<file path="src/rtl/drop_pkg.sv">
// Shared types and default sizing for the drop timing path.
// Latency constants are derived from the default widths.
package drop_pkg;

    localparam int SAMPLE_W    = 8;
    localparam int T_W         = 16;
    localparam int SCALE_SHIFT = 8;
    localparam int DIV_CYCLES  = SAMPLE_W + 2;
    localparam int SQRT_CYCLES = (SAMPLE_W + SCALE_SHIFT) / 2;

    typedef enum logic [1:0] {
        COLLECT = 2'd0,
        DIV     = 2'd1,
        SQRT    = 2'd2,
        DONE    = 2'd3
    } state_t;

endpackage

</file>
<file path="src/rtl/seq_isqrt.sv">
// Bit-by-bit floor square root, ITER fixed iterations, first one on the start edge.
// done is high during the cycle in which the last iteration executes.
module seq_isqrt #(
    parameter int RAD_W = 16,
    parameter int ROOT_W = 8,
    parameter int ITER = 8
) (
    input  logic              clk,
    input  logic              rst,
    input  logic              start,
    input  logic [RAD_W-1:0]  radicand,
    output logic              busy,
    output logic              done,
    output logic [ROOT_W-1:0] root
);

    localparam int REM_W = ROOT_W + 3;
    localparam int CNT_W = $clog2(ITER + 1);

    logic [RAD_W-1:0]  rad, cur_rad, rad_nx;
    logic [REM_W-1:0]  rem, cur_rem, rem_nx, acc, trial;
    logic [ROOT_W-1:0] root_r, cur_root, root_nx;
    logic [CNT_W-1:0]  cnt;

    // The start cycle works straight from the radicand input so no load cycle is spent.
    always_comb begin
        cur_rad  = start ? radicand : rad;
        cur_rem  = start ? '0 : rem;
        cur_root = start ? '0 : root_r;
        acc      = {cur_rem[REM_W-3:0], cur_rad[2*ITER-1 -: 2]};
        trial    = REM_W'({cur_root, 2'b01});
        rad_nx   = cur_rad << 2;
        if (acc >= trial) begin
            rem_nx  = acc - trial;
            root_nx = {cur_root[ROOT_W-2:0], 1'b1};
        end else begin
            rem_nx  = acc;
            root_nx = {cur_root[ROOT_W-2:0], 1'b0};
        end
    end

    always_ff @(posedge clk or posedge rst) begin
        if (rst) begin
            rad    <= '0;
            rem    <= '0;
            root_r <= '0;
            cnt    <= '0;
        end else if (start || busy) begin
            rad    <= rad_nx;
            rem    <= rem_nx;
            root_r <= root_nx;
            cnt    <= start ? CNT_W'(ITER - 1) : cnt - CNT_W'(1);
        end
    end

    assign busy = (cnt != '0);
    assign done = (cnt == CNT_W'(1));
    assign root = root_r;

endmodule

</file>
<file path="src/rtl/drop_timing_ctrl.sv">
// Collects NUM_SENSORS samples, averages non-zero ones, roots the scaled average into t_act.
// Result 19 edges after the last accepted sample; sample_ready drops while computing.
module drop_timing_ctrl #(
    parameter int SAMPLE_W    = drop_pkg::SAMPLE_W,
    parameter int NUM_SENSORS = 4,
    parameter int SCALE_SHIFT = drop_pkg::SCALE_SHIFT
) (
    input  logic                clk,
    input  logic                rst,
    input  logic                sample_valid,
    output logic                sample_ready,
    input  logic [SAMPLE_W-1:0] sample_data,
    input  logic [15:0]         t_lim_in,
    input  logic                cockpit_close,
    input  logic                cockpit_open,
    output logic [15:0]         t_act,
    output logic [15:0]         t_lim,
    output logic                drop_en,
    output logic                result_valid,
    output logic                busy
);

    import drop_pkg::*;

    localparam int SUM_W  = SAMPLE_W + 2;
    localparam int DIV_N  = SAMPLE_W + 2;
    localparam int SQ_N   = (SAMPLE_W + SCALE_SHIFT) / 2;
    localparam int STEP_W = $clog2(DIV_N);

    state_t            state;
    logic [2:0]        idx;
    logic [2:0]        cnt_nz;
    logic [SUM_W-1:0]  sum;
    logic [2:0]        rem;
    logic [STEP_W-1:0] step;

    logic [3:0]          r2;
    logic                q_bit;
    logic [2:0]          rem_next;
    logic [SAMPLE_W-1:0] avg;
    logic [T_W-1:0]      radicand;
    logic                sq_start, sq_busy, sq_done;
    logic [7:0]          root;

    // Restoring division: sum doubles as the dividend/quotient shift register.
    always_comb begin
        r2       = {rem, sum[SUM_W-1]};
        q_bit    = (r2 >= {1'b0, cnt_nz});
        rem_next = q_bit ? 3'(r2 - {1'b0, cnt_nz}) : r2[2:0];
    end

    assign avg      = (cnt_nz == 3'd0) ? '0 : sum[SAMPLE_W-1:0];
    assign radicand = T_W'({avg, {SCALE_SHIFT{1'b0}}});
    assign sq_start = (state == SQRT) && !sq_busy;

    seq_isqrt #(
        .RAD_W (T_W),
        .ROOT_W(8),
        .ITER  (SQ_N)
    ) u_isqrt (
        .clk     (clk),
        .rst     (rst),
        .start   (sq_start),
        .radicand(radicand),
        .busy    (sq_busy),
        .done    (sq_done),
        .root    (root)
    );

    always_ff @(posedge clk or posedge rst) begin
        if (rst) begin
            state        <= COLLECT;
            idx          <= '0;
            cnt_nz       <= '0;
            sum          <= '0;
            rem          <= '0;
            step         <= '0;
            t_act        <= '0;
            t_lim        <= '0;
            result_valid <= 1'b0;
        end else begin
            result_valid <= 1'b0;
            case (state)
                COLLECT: begin
                    if (sample_valid) begin
                        if (sample_data != '0) begin
                            sum    <= sum + SUM_W'(sample_data);
                            cnt_nz <= cnt_nz + 3'd1;
                        end
                        idx <= idx + 3'd1;
                        if (idx == 3'(NUM_SENSORS - 1)) begin
                            state <= DIV;
                            step  <= '0;
                            rem   <= '0;
                        end
                    end
                end
                DIV: begin
                    sum  <= {sum[SUM_W-2:0], q_bit};
                    rem  <= rem_next;
                    step <= step + STEP_W'(1);
                    if (step == STEP_W'(DIV_N - 1))
                        state <= SQRT;
                end
                SQRT: begin
                    if (sq_done)
                        state <= DONE;
                end
                DONE: begin
                    t_act        <= T_W'(root);
                    t_lim        <= t_lim_in;
                    result_valid <= 1'b1;
                    sum          <= '0;
                    idx          <= '0;
                    cnt_nz       <= '0;
                    rem          <= '0;
                    state        <= COLLECT;
                end
                default: state <= COLLECT;
            endcase
        end
    end

    // Open takes priority so a conflicting pair of pulses lands in the safe state.
    always_ff @(posedge clk or posedge rst) begin
        if (rst)
            drop_en <= 1'b0;
        else if (cockpit_open)
            drop_en <= 1'b0;
        else if (cockpit_close)
            drop_en <= 1'b1;
    end

    assign sample_ready = (state == COLLECT);
    assign busy         = (state != COLLECT);

endmodule

</file>
<file path="config.mk">
export PLATFORM = sky130hd
export DESIGN_NAME = drop_timing_ctrl
export DESIGN_NICKNAME = d
export VERILOG_FILES = /design/src/rtl/drop_pkg.sv /design/src/rtl/seq_isqrt.sv /design/src/rtl/drop_timing_ctrl.sv
export SDC_FILE = /design/constraint.sdc
export NUM_CORES = 1
export LEC_CHECK = 0
export ABC_AREA = 1
export BUFFER_PORTS_ARGS = -buffer_cell sky130_fd_sc_hd__buf_2
export CAP_MARGIN = 20
export CORE_ASPECT_RATIO = 0.8
export CORE_UTILIZATION = 48
export DETAILED_ROUTE_END_ITERATION = 7
export PLACE_DENSITY_LB_ADDON = 0.05
export SLEW_MARGIN = 10
export SYNTH_ARGS = -nofsm -noshare
export SYNTH_HDL_FRONTEND = slang
export SYNTH_SLANG_ARGS = --single-unit
</file>
<file path="constraint.sdc">
create_clock -name clk -period 3.8 [get_ports clk]
set_input_delay 0.76 -clock clk [delete_from_list [all_inputs] [get_ports clk]]
set_output_delay 0.76 -clock clk [all_outputs]
set_load 0.02 [all_outputs]
</file>
Word level (Yosys, flattened, before mapping)
Index checks and enable logic that the tools add are counted.
Word-level totals
  word-level logic and storage cells: 82
  output and inout port bits: 36
  register bits: 86
  input port bits: 29
Operators by class
  reductions and logical operators: 18
  add/sub/neg operators: 7
  magnitude comparators: 2
  mux-type cells: 30
  equal/unequal tests: 11
Operators with widths (number)
  $pmux 10 s3: 1
  $mux 10: 2
  $mux 3: 6
  $mux 9: 2
  $mux 16: 1
  $mux 8: 2
  $mux 4: 3
  $pmux 3 s2: 2
  $reduce_and 3->1: 4
  $ge 11x10->1: 1
  $add 10x8->10: 1
  $pmux 3 s3: 1
  $sub 9x9->9: 1
  $mux 2: 4
  $pmux 2 s4: 1
  $pmux 4 s2: 1
  $reduce_bool 2->1: 4
  $reduce_bool 8->1: 1
  $add 3x1->3 const B: 2
  $ne 2x2->1 const B: 3
  $add 4x1->4 const B: 1
  $eq 2x2->1 const B: 2
  $eq 4x1->1 const B: 1
  $eq 4x4->1 const B: 1
  other kinds (16): 20

Logic depth before layout (Yosys ltp)
Gate-level depths: netlist of run 1.
  depth in word-level cells: 6
  depth in mapped cells: 20
  gate-level depth less buffers: 18

By module
From an unflattened synthesis of run 1, not the netlist that was laid out.
Unflattened totals
  cell total of the unflattened synthesis: 671
  area total of the unflattened synthesis: 5147.4 um^2
Modules (own cells, without submodules)
  drop_timing_ctrl: instances 1, cells each 367, seq. area each 1276.2 um^2, area each 2942.8 um^2
  seq_isqrt: instances 1, cells each 304, seq. area each 875.8 um^2, area each 2204.6 um^2

Worst setup path before layout of run 1
OpenSTA, ideal clock, no wires.
  kind: reg2reg
  start: register state[0]
  end: register u_isqrt.rem[3]
  buffers on the path: 4
  cell stages (with the launch flop): 21
  period minus slack after synthesis: 2.745 ns
  library setup time: 0.117 ns
  data required time: 3.683 ns
  path slack: 1.055 ns
  arrival: 2.628 ns
  cell sequence: dfrtp_1 inv_1 ha_1 buf_2 nand3_4 buf_6 clkbuf_1 nand2_1 ha_1 nand2_1 nand2_1 inv_1 o21a_1 nor2_1 nor2_2 nand3_4 buf_8 nand2_1 nand2_1 nand2_1 nand2_1
Between the ends
  cells in the longest elaborated chain, start to end: 5
  elaborated cells on any way between the ends: 9
  classes of those cells: add/sub (1); order compare (1); eq/ne (1); mux (4); reduce/logical (2)
Ends and longest elaborated chain
  from (decl): line drop_timing_ctrl.sv:30  | state_t state;
  from (signal assigned): line drop_timing_ctrl.sv:72  | state <= COLLECT;
  from (signal assigned): line drop_timing_ctrl.sv:92  | state <= DIV;
  from (signal assigned): line drop_timing_ctrl.sv:103  | state <= SQRT;
  $eq 2x2->1 *: line drop_timing_ctrl.sv:54  | assign sq_start = (state == SQRT) && !sq_busy;
  $logic_and 1x1->1 *: line drop_timing_ctrl.sv:54
  $mux 16, or another cell as far along: line seq_isqrt.sv:27  | cur_rad = start ? radicand : rad;
  $sub 9x9->9 or $ge 11x10->1 (tied branches): line seq_isqrt.sv:34, seq_isqrt.sv:33
  $mux 9: line seq_isqrt.sv:33  | if (acc >= trial) begin
  to (signal assigned): line seq_isqrt.sv:50  | rem <= rem_nx;
  to (decl): line seq_isqrt.sv:21  | logic [REM_W-1:0] rem, cur_rem, rem_nx, acc, trial;
Mark *: on every way between the ends. The rest lies on a longest branch, timed or not.
A chain may end at the register's enable or synchronous reset.

Worst setup path in the final report of run 1
  start: register state[0]
  end: register u_isqrt.rem[2]
The elaborated chain is that of the path after synthesis.

==> impl_results.md, run 1 <==
* Power per standard cell area at 1030 mW/mm^2
* Starting DRT DRC Count at 196
* CP max FO at 22
* Worst-Skew Late Latency at 340 ps
* Layout Nets at 697
* Status: finished, violations left
* Largest net degree at the start of global routing at 37
* Final Hold Vio Count at 0
* Max-slew violation count at 0
* Pleak at 0.00284 uW
* Post-Synth XOR/XNOR Area at 1.72%
* Initial antenna violation count at 0
* Fin cells at 750
* GR Overflow Total at 0
* Initial core utilization at 50.2%
* Yosys top cell by area: dfrtp_1
* Vias in the first global route at 3770
* Max-Cap Viols at 0
* Root buffer cell: clkbuf_16
* Post-synthesis compound-gate area fraction at 13.4%
* DIE AREA at 0.00996 mm^2
* Post-CTS sizing at 0
* Max Root-Sink Buffers at 2
* Adder-Cell Fraction of Synth Area at 10.1%
* Filler cells at 849
* Vias at 3788
* WL per Instance at 13.3 um
* Crit. End Element: flip-flop
* Max VDD drop at 0.000502 V
* Setup-failing EPs final at 0
* Crit path DAT at 3290 ps
* Simple-gate share of the synthesized area at 22.5%
* Cells after Synth at 577
* # placed instances at 736
* Worst-margin pin slew at 744 ps
* DRC viols at 10
* Slew HR at 50.3%
* Sequential share of the synthesized area at 42.5%
* DR vias/cell at 5.05
* Fin area at 0.00525 mm^2
* Kind of critical path: reg -> reg
* Post-DP HPWL at 7560 um
* Worst Path Required at 4020 ps
* Port buffer count at 56
* Share of cells above drive strength 1 at 15.1%
* Routed wire length at 9960 um
* Pre-Repair DR Iteration Count at 7
* CTS tree: built
* Die width at 111 um
* Antenna Violating Nets Remaining at 0
* Largest family of logic cells by synthesized area: simple AND/OR/NAND/NOR gates
* GRT Total Usage at 22.1%
* Crit path time final at 3070 ps
* Reg clk slew, reported paths at 60 ps
* H-tree Lvls at 3
* # IOs at 65
* Top post-synthesis cells by area: dfrtp_1 43%, nand2_1 14%, ha_1 9.3%, inv_1 6.4%, a21oi_1 4.1%
* Commonest cells after routing, fill and taps aside: 174 x nand2_1, 78 x dfrtp_1, 77 x inv_1, 56 x buf_2
* Share of the synthesized area in the top cell type at 42.5%
* CTS sink cnt at 78
* Failing checks: design-rule violations
* Most common cell after layout, fill and taps aside: nand2_1
* Number of inserted diodes at 0
* Placed cell area at 0.00493 mm^2
* CTS Hold Bufs at 0
* Setup TNS at 0 ps
* Mean Syn Cell Area at 7.96 um^2
* DIE HEIGHT at 89.5 um
* Post-synthesis cell area at 0.00459 mm^2
* RSZ-0062 raised after global routing: false
* TritonCTS buffer count at 9
* Max Clk Rate at 326 MHz
* Fin Hold WS at 462 ps
* RePlAce Congestion at 0.892
* Post-CTS setup buffer count at 0
* YS warnings at 0
* Total power at 5400 uW
* CP startpoint kind: flip-flop
* Global-route wire length before repair at 17200 um
* Clock Skews at 8.06 ps
* FP Rows at 31
* P&R area growth vs syn at 14.3%
* Library cells used by synthesis at 43
* Seq cells post-synth at 78
* Core area at 0.00915 mm^2
* Post-synthesis mux area share at 0.218%
* Hold Crit Class: reg -> reg
* Final period utilization at 80.8%
[per-stage QoR]
step / util (%) / worst slack (ps)
2_1_floorplan: - / 1040
3_3_place_gp: 53.9 / 863
3_5_place_dp: 53.9 / 720
4_1_cts: 57.3 / 705
5_1_grt: 57.3 / 365
6_report: 57.3 / 728
[synthesized netlist by cell type (all sizes together)]
| cell | count |
|---|---|
| nor3 | 2 |
| ha | 34 |
| o21bai | 1 |
| o21ai | 41 |
| a22oi | 2 |
| a31o | 1 |
| inv | 79 |
| and2 | 1 |
| mux2i | 1 |
| buf | 13 |
| fa | 2 |
| xor2 | 9 |
| or2 | 1 |
| nand2 | 179 |
| clkbuf | 10 |
| nand4 | 5 |
| dfrtp | 78 |
| o21a | 1 |
| a211oi | 1 |
| o22ai | 12 |
| o221ai | 1 |
| nand3 | 21 |
| a31oi | 2 |
| conb | 1 |
| nor4 | 2 |
| a21oi | 40 |
| o211ai | 6 |
| a21o | 1 |
| nor2 | 30 |
[registers in the layout, summed over array words and instances, names as in the netlist]
signal        flops
step              4
drop_en           1
idx               3
u_isqrt.rem       9
cnt_nz            3
state             2
u_isqrt.cnt       4
result_valid      1
u_isqrt.rad       6
u_isqrt.root      8
t_act             8
t_lim            16
rem               3
sum              10
[critical path, cell delays in order (launching register included)]
cell,delay (ps)
dfrtp_1,400
inv_1,100
ha_1,360
nand3_4,300
nand2_1,170
inv_1,50
ha_1,330
nand2_1,90
nand2_1,50
inv_1,90
o21a_1,160
nor2_1,70
nor2_2,160
nand3_4,200
inv_1,210
nand2_1,70
nand3_1,70
nand2_1,60
[layer usage]
| layer | vias up | part of all wire (%) | global-route usage [%] |
|---|---|---|---|
| li1 | 1954 | - | - |
| met2 | 84 | 46 | 37.6 |
| met5 | - | 0 | 0 |
| met3 | 11 | 4.8 | 5.63 |
| met4 | 0 | 1.2 | 7.13 |
| met1 | 1739 | 48 | 28.2 |
[power breakdown]
group | internal [uW] | switching (uW) | leakage [uW]
Clock | 584 | 321 | 0.000150
Sequential | 1230 | 257 | 0.000956
Combinational | 1090 | 1910 | 0.00174
[kinds of logic (layout without fill, tap and decap cells)]
group / Yosys count / count (layout)
flip-flops: 78 / 78
AO/OA/AOI/OAI: 109 / 109
multiplexers: 1 / 1
AND/OR/NAND/NOR: 241 / 241
adder cells (fa/ha/maj): 36 / 36
XOR/XNOR: 9 / 9
buffers and inverters: 102 / 153
other: 1 / 8
[final timing paths]
check                               from              end  slack, ps  cells after the start
worst max-delay path            state[0]   u_isqrt.rem[2]        730                     17
worst max register to register  state[0]   u_isqrt.rem[2]        730                     17
max in group asynchronous            rst           rem[0]       2590                      3
worst min register to register  t_lim[8]         t_lim[8]        460                      2
min in group asynchronous            rst  u_isqrt.root[2]        470                      2
worst min-delay path            t_lim[8]         t_lim[8]        460                      2
[layout make-up]
class / count / area, um^2 / area share [%]
Inverter: 79 / 298 / 5.68
Tap cell: 115 / 144 / 2.74
Multi-Input combinational cell: 404 / 2230 / 42.5
Sequential cell: 78 / 1950 / 37.2
Clock buffer: 10 / 239 / 4.56
Clock inverter: 4 / 72.6 / 1.38
Timing Repair Buffer: 60 / 310 / 5.91
No activity file was read; power rests on OpenSTA's default activity.
==> inputs of run 2 (changes only) <==
==> constraint.sdc (replaced) <==
create_clock -name clk -period 3.15 [get_ports clk]
set_input_delay 0.63 -clock clk [delete_from_list [all_inputs] [get_ports clk]]
set_output_delay 0.63 -clock clk [all_outputs]
set_load 0.02 [all_outputs]
==> run 2 against run 1 <==
Net effect:
- the run still ends with design-rule violations left
- sequential share of layout area fell by 0.12 points
- critical path depth did not move
- global-route usage fell by 1.2 points
- wire length fell by 3.1%
- clock-buffer cell count rose by 1
- die area did not move
- flip-flop and latch count did not move
- final area rose by 0.31%
- register-to-register slack got worse by 400 ps
- clock power rose by 13%
- fmax rose by 8.9%
- via count fell by 2.5%
- largest cell class unchanged
==> impl_results.md, run 2 (synthesis gave the netlist of run 1 again) <==
* Max VDD drop at 0.000587 V (+17%)
* Register-to-Register Path Depth at 17 (unchanged)
* Setup TNS at 0 ps (unchanged)
* Final period utilization at 89.5% (+8.7 points)
* H-tree Lvls at 3 (unchanged)
* Max-slew violation count at 0 (unchanged)
* FP Rows at 31 (unchanged)
* Vias at 3692 (-2.5%)
* Commonest cells after routing, fill and taps aside: 174 x nand2_1, 78 x dfrtp_1, 77 x inv_1, 56 x buf_2
* Max Root-Sink Buffers at 2 (unchanged)
* Crit path time final at 2820 ps (-251 ps)
* Setup-failing EPs final at 0 (unchanged)
* DRC viols at 10 (unchanged)
* TritonCTS buffer count at 9 (unchanged)
* Worst-Skew Late Latency at 330 ps (about the same)
* CP max FO at 18 (-18%)
* Number of inserted diodes at 0 (unchanged)
* Max Clk Rate at 355 MHz (+8.9%)
* Post-CTS sizing at 0 (unchanged)
* GRT Total Usage at 21.0% (-1.2 points)
* DIE HEIGHT at 89.5 um (unchanged)
* Root buffer cell: clkbuf_16
* Fin area at 0.00526 mm^2 (+0.31%)
* Fin Hold WS at 355 ps (-107 ps)
* Core area at 0.00915 mm^2 (unchanged)
* Top flop regs: t_lim x16, sum x10, u_isqrt.rem x9
* Post-CTS setup buffer count at 0 (unchanged)
* Crit path DAT at 3040 ps (-250 ps)
* GR Overflow Total at 0 (unchanged)
* CP startpoint kind: flip-flop
* Antenna Violating Nets Remaining at 0 (unchanged)
* RSZ-0062 raised after global routing: false
* CTS tree: built
* Failing checks: design-rule violations
* Placed cell area at 0.00497 mm^2 (+0.71%)
* RePlAce Congestion at 0.875 (-2.0%)
* Initial core utilization at 50.2% (unchanged)
* Clock Skews at 6.74 ps (-1.32 ps)
* Final Hold Vio Count at 0 (unchanged)
* Worst Path Required at 3370 ps (-650 ps)
* Routed wire length at 9640 um (-3.1%)
* Port buffer count at 56 (unchanged)
* Total power at 6440 uW (+19%)
* Pleak at 0.00285 uW (+0.32%)
* CTS sink cnt at 78 (unchanged)
* Kind of critical path: reg -> reg
* CTS Hold Bufs at 0 (unchanged)
* Layout Nets at 700 (+0.43%)
* Starting DRT DRC Count at 159 (-19%)
* Initial antenna violation count at 0 (unchanged)
* Reg clk slew, reported paths at 60 ps (about the same)
* Max FFs per register at 16 (unchanged)
* WL per Instance at 12.8 um (-3.8%)
* Worst-margin pin slew at 743 ps (-0.932 ps)
* Slew HR at 50.4% (+0.062 points)
* Crit. End Element: flip-flop
* Status: finished, violations left
* Register with the most flip-flops: t_lim
* # IOs at 65 (unchanged)
* Die width at 111 um (unchanged)
* Most common cell after layout, fill and taps aside: nand2_1
* Hold Crit Class: in -> async
* P&R area growth vs syn at 14.6%
* Global-route wire length before repair at 16400 um (-4.8%)
* Post-DP HPWL at 7110 um (-5.9%)
* DR vias/cell at 4.89 (-3.2%)
* DIE AREA at 0.00996 mm^2 (unchanged)
* Pre-Repair DR Iteration Count at 6 (-1)
* Largest net degree at the start of global routing at 79 (+110%)
* Max-Cap Viols at 0 (unchanged)
* Vias in the first global route at 3483 (-7.6%)
* Share of cells above drive strength 1 at 15.5% (+0.35 points)
* Power per standard cell area at 1220 mW/mm^2 (+19%)
[run 2: changes by cell type in the layout (fill, tap and decap cells not counted), sizes merged]
cell    before  now
clkbuf      10   11
buf         60   63
bufinv       2    1
clkinv       2    4
[run 2: layer usage]
| metal | vias up | part of all wire (%) | global-route usage, % |
|---|---|---|---|
| li1 | 1957 | - | - |
| met1 | 1669 | 52 | 27.9 |
| met2 | 61 | 44 | 34.8 |
| met3 | 5 | 3.3 | 4.75 |
| met4 | 0 | 0.64 | 6.02 |
| met5 | - | 0 | 0 |
[run 2: final cells by class]
| cell class | instances | area [um^2] |
|---|---|---|
| clock buffer | 11 | 233 |
| tap | 115 | 144 |
| sequential | 78 | 1950 |
| fill | 864 | 3890 |
| clock inverter | 5 | 60.1 |
| multi-input combinational | 404 | 2230 |
| timing repair buffer | 63 | 345 |
| inverter | 79 | 298 |
[run 2: critical path: stages (launching register included)]
cell     delay [ps]
dfrtp_1         400
inv_1           100
ha_1            240
nand3_4         210
nand2_1         140
inv_1            50
ha_1            320
nand2_1          80
nand2_1          40
inv_1            90
o21a_1          170
nor2_1           70
nor2_2          180
nand3_4         210
inv_1           200
nand2_1          70
nand3_1          70
nand2_1          60
[run 2: power breakdown]
part / total (uW) / internal (uW) / switching [uW] / leakage, uW
Combinational: 3620 / 1320 / 2300 / 0.00176
Sequential: 1800 / 1480 / 311 / 0.000956
Clock: 1020 / 616 / 409 / 0.000140
Total: 6440 / 3430 / 3020 / 0.00285
[run 2: path summary, 6_finish.rpt]
check | slack (ps) | startpoint | to
setup / recovery | 330 | u_isqrt.cnt[0] | u_isqrt.rem[2]
hold / removal | 350 | rst | t_lim[8]
setup reg to reg | 330 | u_isqrt.cnt[0] | u_isqrt.rem[2]
hold reg to reg | 460 | t_lim[1] | t_lim[1]
max in group asynchronous | 2440 | rst | idx[0]
min in group clk | 450 | cockpit_open | drop_en
[run 2: per-stage QoR]
step | std cells | utilization, % | setup slack (ps)
after detailed placement | 739 | 54.3 | 356
after global routing | 755 | 57.5 | 51.3
after floorplan | 584 | - | 405
after global placement | 739 | 54.3 | 409
final | 755 | 57.5 | 329
after CTS | 755 | 57.5 | 337
==> inputs of run 3 (changes only) <==
--- a/config.mk
+++ b/config.mk
@@ -7,7 +7,7 @@
 export LEC_CHECK = 0
 export ABC_AREA = 1
 export BUFFER_PORTS_ARGS = -buffer_cell sky130_fd_sc_hd__buf_2
-export CAP_MARGIN = 20
+export CAP_MARGIN = 10
 export CORE_ASPECT_RATIO = 0.8
 export CORE_UTILIZATION = 48
 export DETAILED_ROUTE_END_ITERATION = 7
@@ -15,4 +15,5 @@
 export SLEW_MARGIN = 10
 export SYNTH_ARGS = -nofsm -noshare
 export SYNTH_HDL_FRONTEND = slang
+export SYNTH_HIERARCHICAL = 1
 export SYNTH_SLANG_ARGS = --single-unit
==> run 3 against run 2 <==
Net effect:
- the flow now finishes without violations
- final cell count rose by 17%
- die area rose by 12%
- combinational power rose by 15%
- clock skew rose by 1.1 ps
- first-iteration DRC count rose by 67%
- critical endpoint is now u_isqrt/rem[0]
- clock-buffer cell count fell by 1
- area after synthesis rose by 12%
- sequential power rose by 7%
- via count rose by 18%
- global-route usage rose by 1.6 points
- core utilization fell by 0.33 points
- setup slack got worse by 23 ps
==> impl_results.md, run 3 <==
* Fin cells at 882 (+17%)
* Library cells used by synthesis at 46 (+7.0%)
* Most common cell in the netlist: nand2_1
* Core area at 0.0103 mm^2 (+13%)
* P&R area growth vs syn at 14.6% (about the same)
* Top post-synthesis cells by area: dfrtp_1 42%, nand2_1 16%, ha_1 8.3%, inv_1 6.3%, nor2_1 4.1%
* Crit path max-delay family: simple AND/OR/NAND/NOR gates
* Layout Nets at 802 (+15%)
* Crit-path cells: inv_1 > ha_1 > inv_1 > nor2_2 > buf_4 > inv_2 > nand2_1 > ha_1 > nand2_1 > nor2_1 > nand2_1 > a21oi_1 > nor2_4 > buf_12 > nand3_1 > nand2_1 > nand2_1 > o21ai_1
* Setup TNS at 0 ps (unchanged)
* Largest net degree at the start of global routing at 36 (-54%)
* DR vias/cell at 4.93 (+0.83%)
* Number of inserted diodes at 0 (unchanged)
* Post-synthesis cell area at 0.00515 mm^2 (+12%)
* Pre-CTS setup slack at 326 ps (-29.1 ps)
* Kind of critical path: reg -> reg
* Reg2reg start: state[0]
* Pleak at 0.00320 uW (+12%)
* CTS tree: built
* Yosys top cell by area: dfrtp_1
* Routed wire length at 11700 um (+21%)
* Max FFs per register at 16 (unchanged)
* TritonCTS buffer count at 9 (unchanged)
* Slew HR at 46.5% (-3.9 points)
* Bufs and invs on worst path at 5 (+1)
* Final period utilization at 90.3% (+0.74 points)
* Port buffer count at 56 (unchanged)
* Max VDD drop at 0.000529 V (-9.9%)
* RSZ-0062 raised after global routing: false
* CTS Hold Bufs at 0 (unchanged)
* Vias at 4349 (+18%)
* Post-CTS setup buffer count at 0 (unchanged)
* Worst Path Required at 3360 ps (about the same)
* Top flop regs: t_lim x16, u_isqrt/rad x14, sum x10
* CP startpoint kind: flip-flop
* Max-Cap Viols at 0 (unchanged)
* Share of the synthesized area in the top cell type at 41.8% (-0.70 points)
* Crit path time final at 2840 ps (+23.5 ps)
* RePlAce Congestion at 0.886 (+1.3%)
* Setup-failing EPs final at 0 (unchanged)
* Antenna Violating Nets Remaining at 0 (unchanged)
* Mean Syn Cell Area at 7.67 um^2 (-3.6%)
* Slowest CP cell: ha_1
* Post-DP HPWL at 8670 um (+22%)
* Most used cell along the critical path: nand2_1
* Cells after Synth at 671 (+16%)
* Max-slew violation count at 0 (unchanged)
* Post-CTS sizing at 0 (unchanged)
* Commonest cells after routing, fill and taps aside: 214 x nand2_1, 86 x dfrtp_1, 85 x inv_1, 56 x buf_2, 55 x nor2_1
* DIE HEIGHT at 94.6 um (+5.7%)
* Crit path DAT at 3060 ps (+20 ps)
* Share of cells above drive strength 1 at 15.5% (+0.030 points)
* Initial core utilization at 49.9% (-0.30 points)
* CP max FO at 18 (unchanged)
* Worst-margin pin slew at 800 ps (+56.9 ps)
* Register with the most flip-flops: t_lim
* # placed instances at 865 (+17%)
* Commonest cells post-synth: 214 x nand2_1, 86 x dfrtp_1, 86 x inv_1, 56 x nor2_1, 34 x ha_1
* Asr flop ratio synth at 100% (unchanged)
* EDFF count, synth at 0 (unchanged)
* GR Overflow Total at 0 (unchanged)
* FP Rows at 33 (+6.5%)
* DIE AREA at 0.0111 mm^2 (+12%)
* GRT Total Usage at 22.6% (+1.6 points)
* Worst-Skew Late Latency at 340 ps (about the same)
* Max Clk Rate at 352 MHz (-0.82%)
* CP Launch Point: state[0]
* WL per Instance at 13.3 um (+3.8%)
* Most common cell after layout, fill and taps aside: nand2_1
* PnR worst setup slack at 306 ps (-23.5 ps)
* Final Hold Vio Count at 0 (unchanged)
* Initial antenna violation count at 0 (unchanged)
* Global-route wire length before repair at 19900 um (+21%)
* Power per standard cell area at 1210 mW/mm^2 (-1.1%)
* Pre-Repair DR Iteration Count at 5 (-1)
* Seq cells post-synth at 86 (+10%)
* Top_reg_cell synth: dfrtp_1
* Fin Hold WS at 295 ps (-59.9 ps)
* Final core occ at 57.2% (-0.33 points)
* DRC viols at 0 (-10)
* Max Root-Sink Buffers at 2 (unchanged)
* Die width at 118 um (+5.8%)
* Vias in the first global route at 4087 (+17%)
* Root buffer cell: clkbuf_16
* Hold Crit Class: in -> async
* H-tree Lvls at 3 (unchanged)
* Status: finished clean
* Sequential share of the synthesized area at 41.8% (-0.70 points)
* Crit. End Element: flip-flop
* Clock Skews at 7.87 ps (+1.13 ps)
* Starting DRT DRC Count at 265 (+67%)
* YS warnings at 6 (+6)
* Delay of the slowest cell on the worst path at 420 ps (+20 ps)
* Reg clk slew, reported paths at 70 ps (about the same)
* # IOs at 65 (unchanged)
* CTS sink cnt at 86 (+10%)
run 3: final timing paths:
check / slack (ps) / endpoint / depth (start not counted)
worst max-delay path: 310 / u_isqrt/rem[0] / 18
worst min-delay path: 290 / t_lim[12] / 2
worst max register to register: 310 / u_isqrt/rem[0] / 18
worst min register to register: 460 / t_act[4] / 2
max in group asynchronous: 2090 / sum[4] / 3
min in group clk: 430 / drop_en / 2
run 3: routing by layer:
metal,vias to the layer above,global-route usage (%),routed length (um)
met4,0,5.45,80
met1,1979,34.3,6060
met5,-,0,0
li1,2245,-,-
met3,7,4.53,732
met2,118,32.7,4820
run 3: through the flow:
step / power (uW) / area, um^2
after CTS: 7110 / 5880
after global routing: 7870 / 5900
after global placement: 5970 / 5570
after detailed placement: 5990 / 5570
final: 7150 / 5900
after floorplan: 5010 / 5210
run 3: where the power goes:
part | switching [uW] | leakage, uW | internal, uW
Combinational | 2680 | 0.00198 | 1470
Clock | 438 | 0.000149 | 640
Sequential | 306 | 0.00107 | 1620
Total | 3420 | 0.00320 | 3730
run 3: logic make-up after synthesis:
| logic type | Yosys count | share of synthesized area, % |
|---|---|---|
| and+or+nand+nor | 330 | 26.9 |
| buffers and inverters | 119 | 9.72 |
| AOI/OAI and AO/OA | 91 | 11.1 |
| DFF | 86 | 41.8 |
| adders and majority gates | 36 | 9.04 |
| xor gates and xnor gates | 7 | 1.19 |
| other | 1 | 0.0729 |
| muxes | 1 | 0.194 |
run 3: layout make-up:
| cell class | count | area (um^2) |
|---|---|---|
| timing repair buffer | 64 | 353 |
| fill | 980 | 4420 |
| clock inverter | 6 | 68.8 |
| inverter | 95 | 359 |
| tap | 140 | 175 |
| clock buffer | 10 | 239 |
| sequential | 86 | 2150 |
| multi-input combinational | 481 | 2550 |
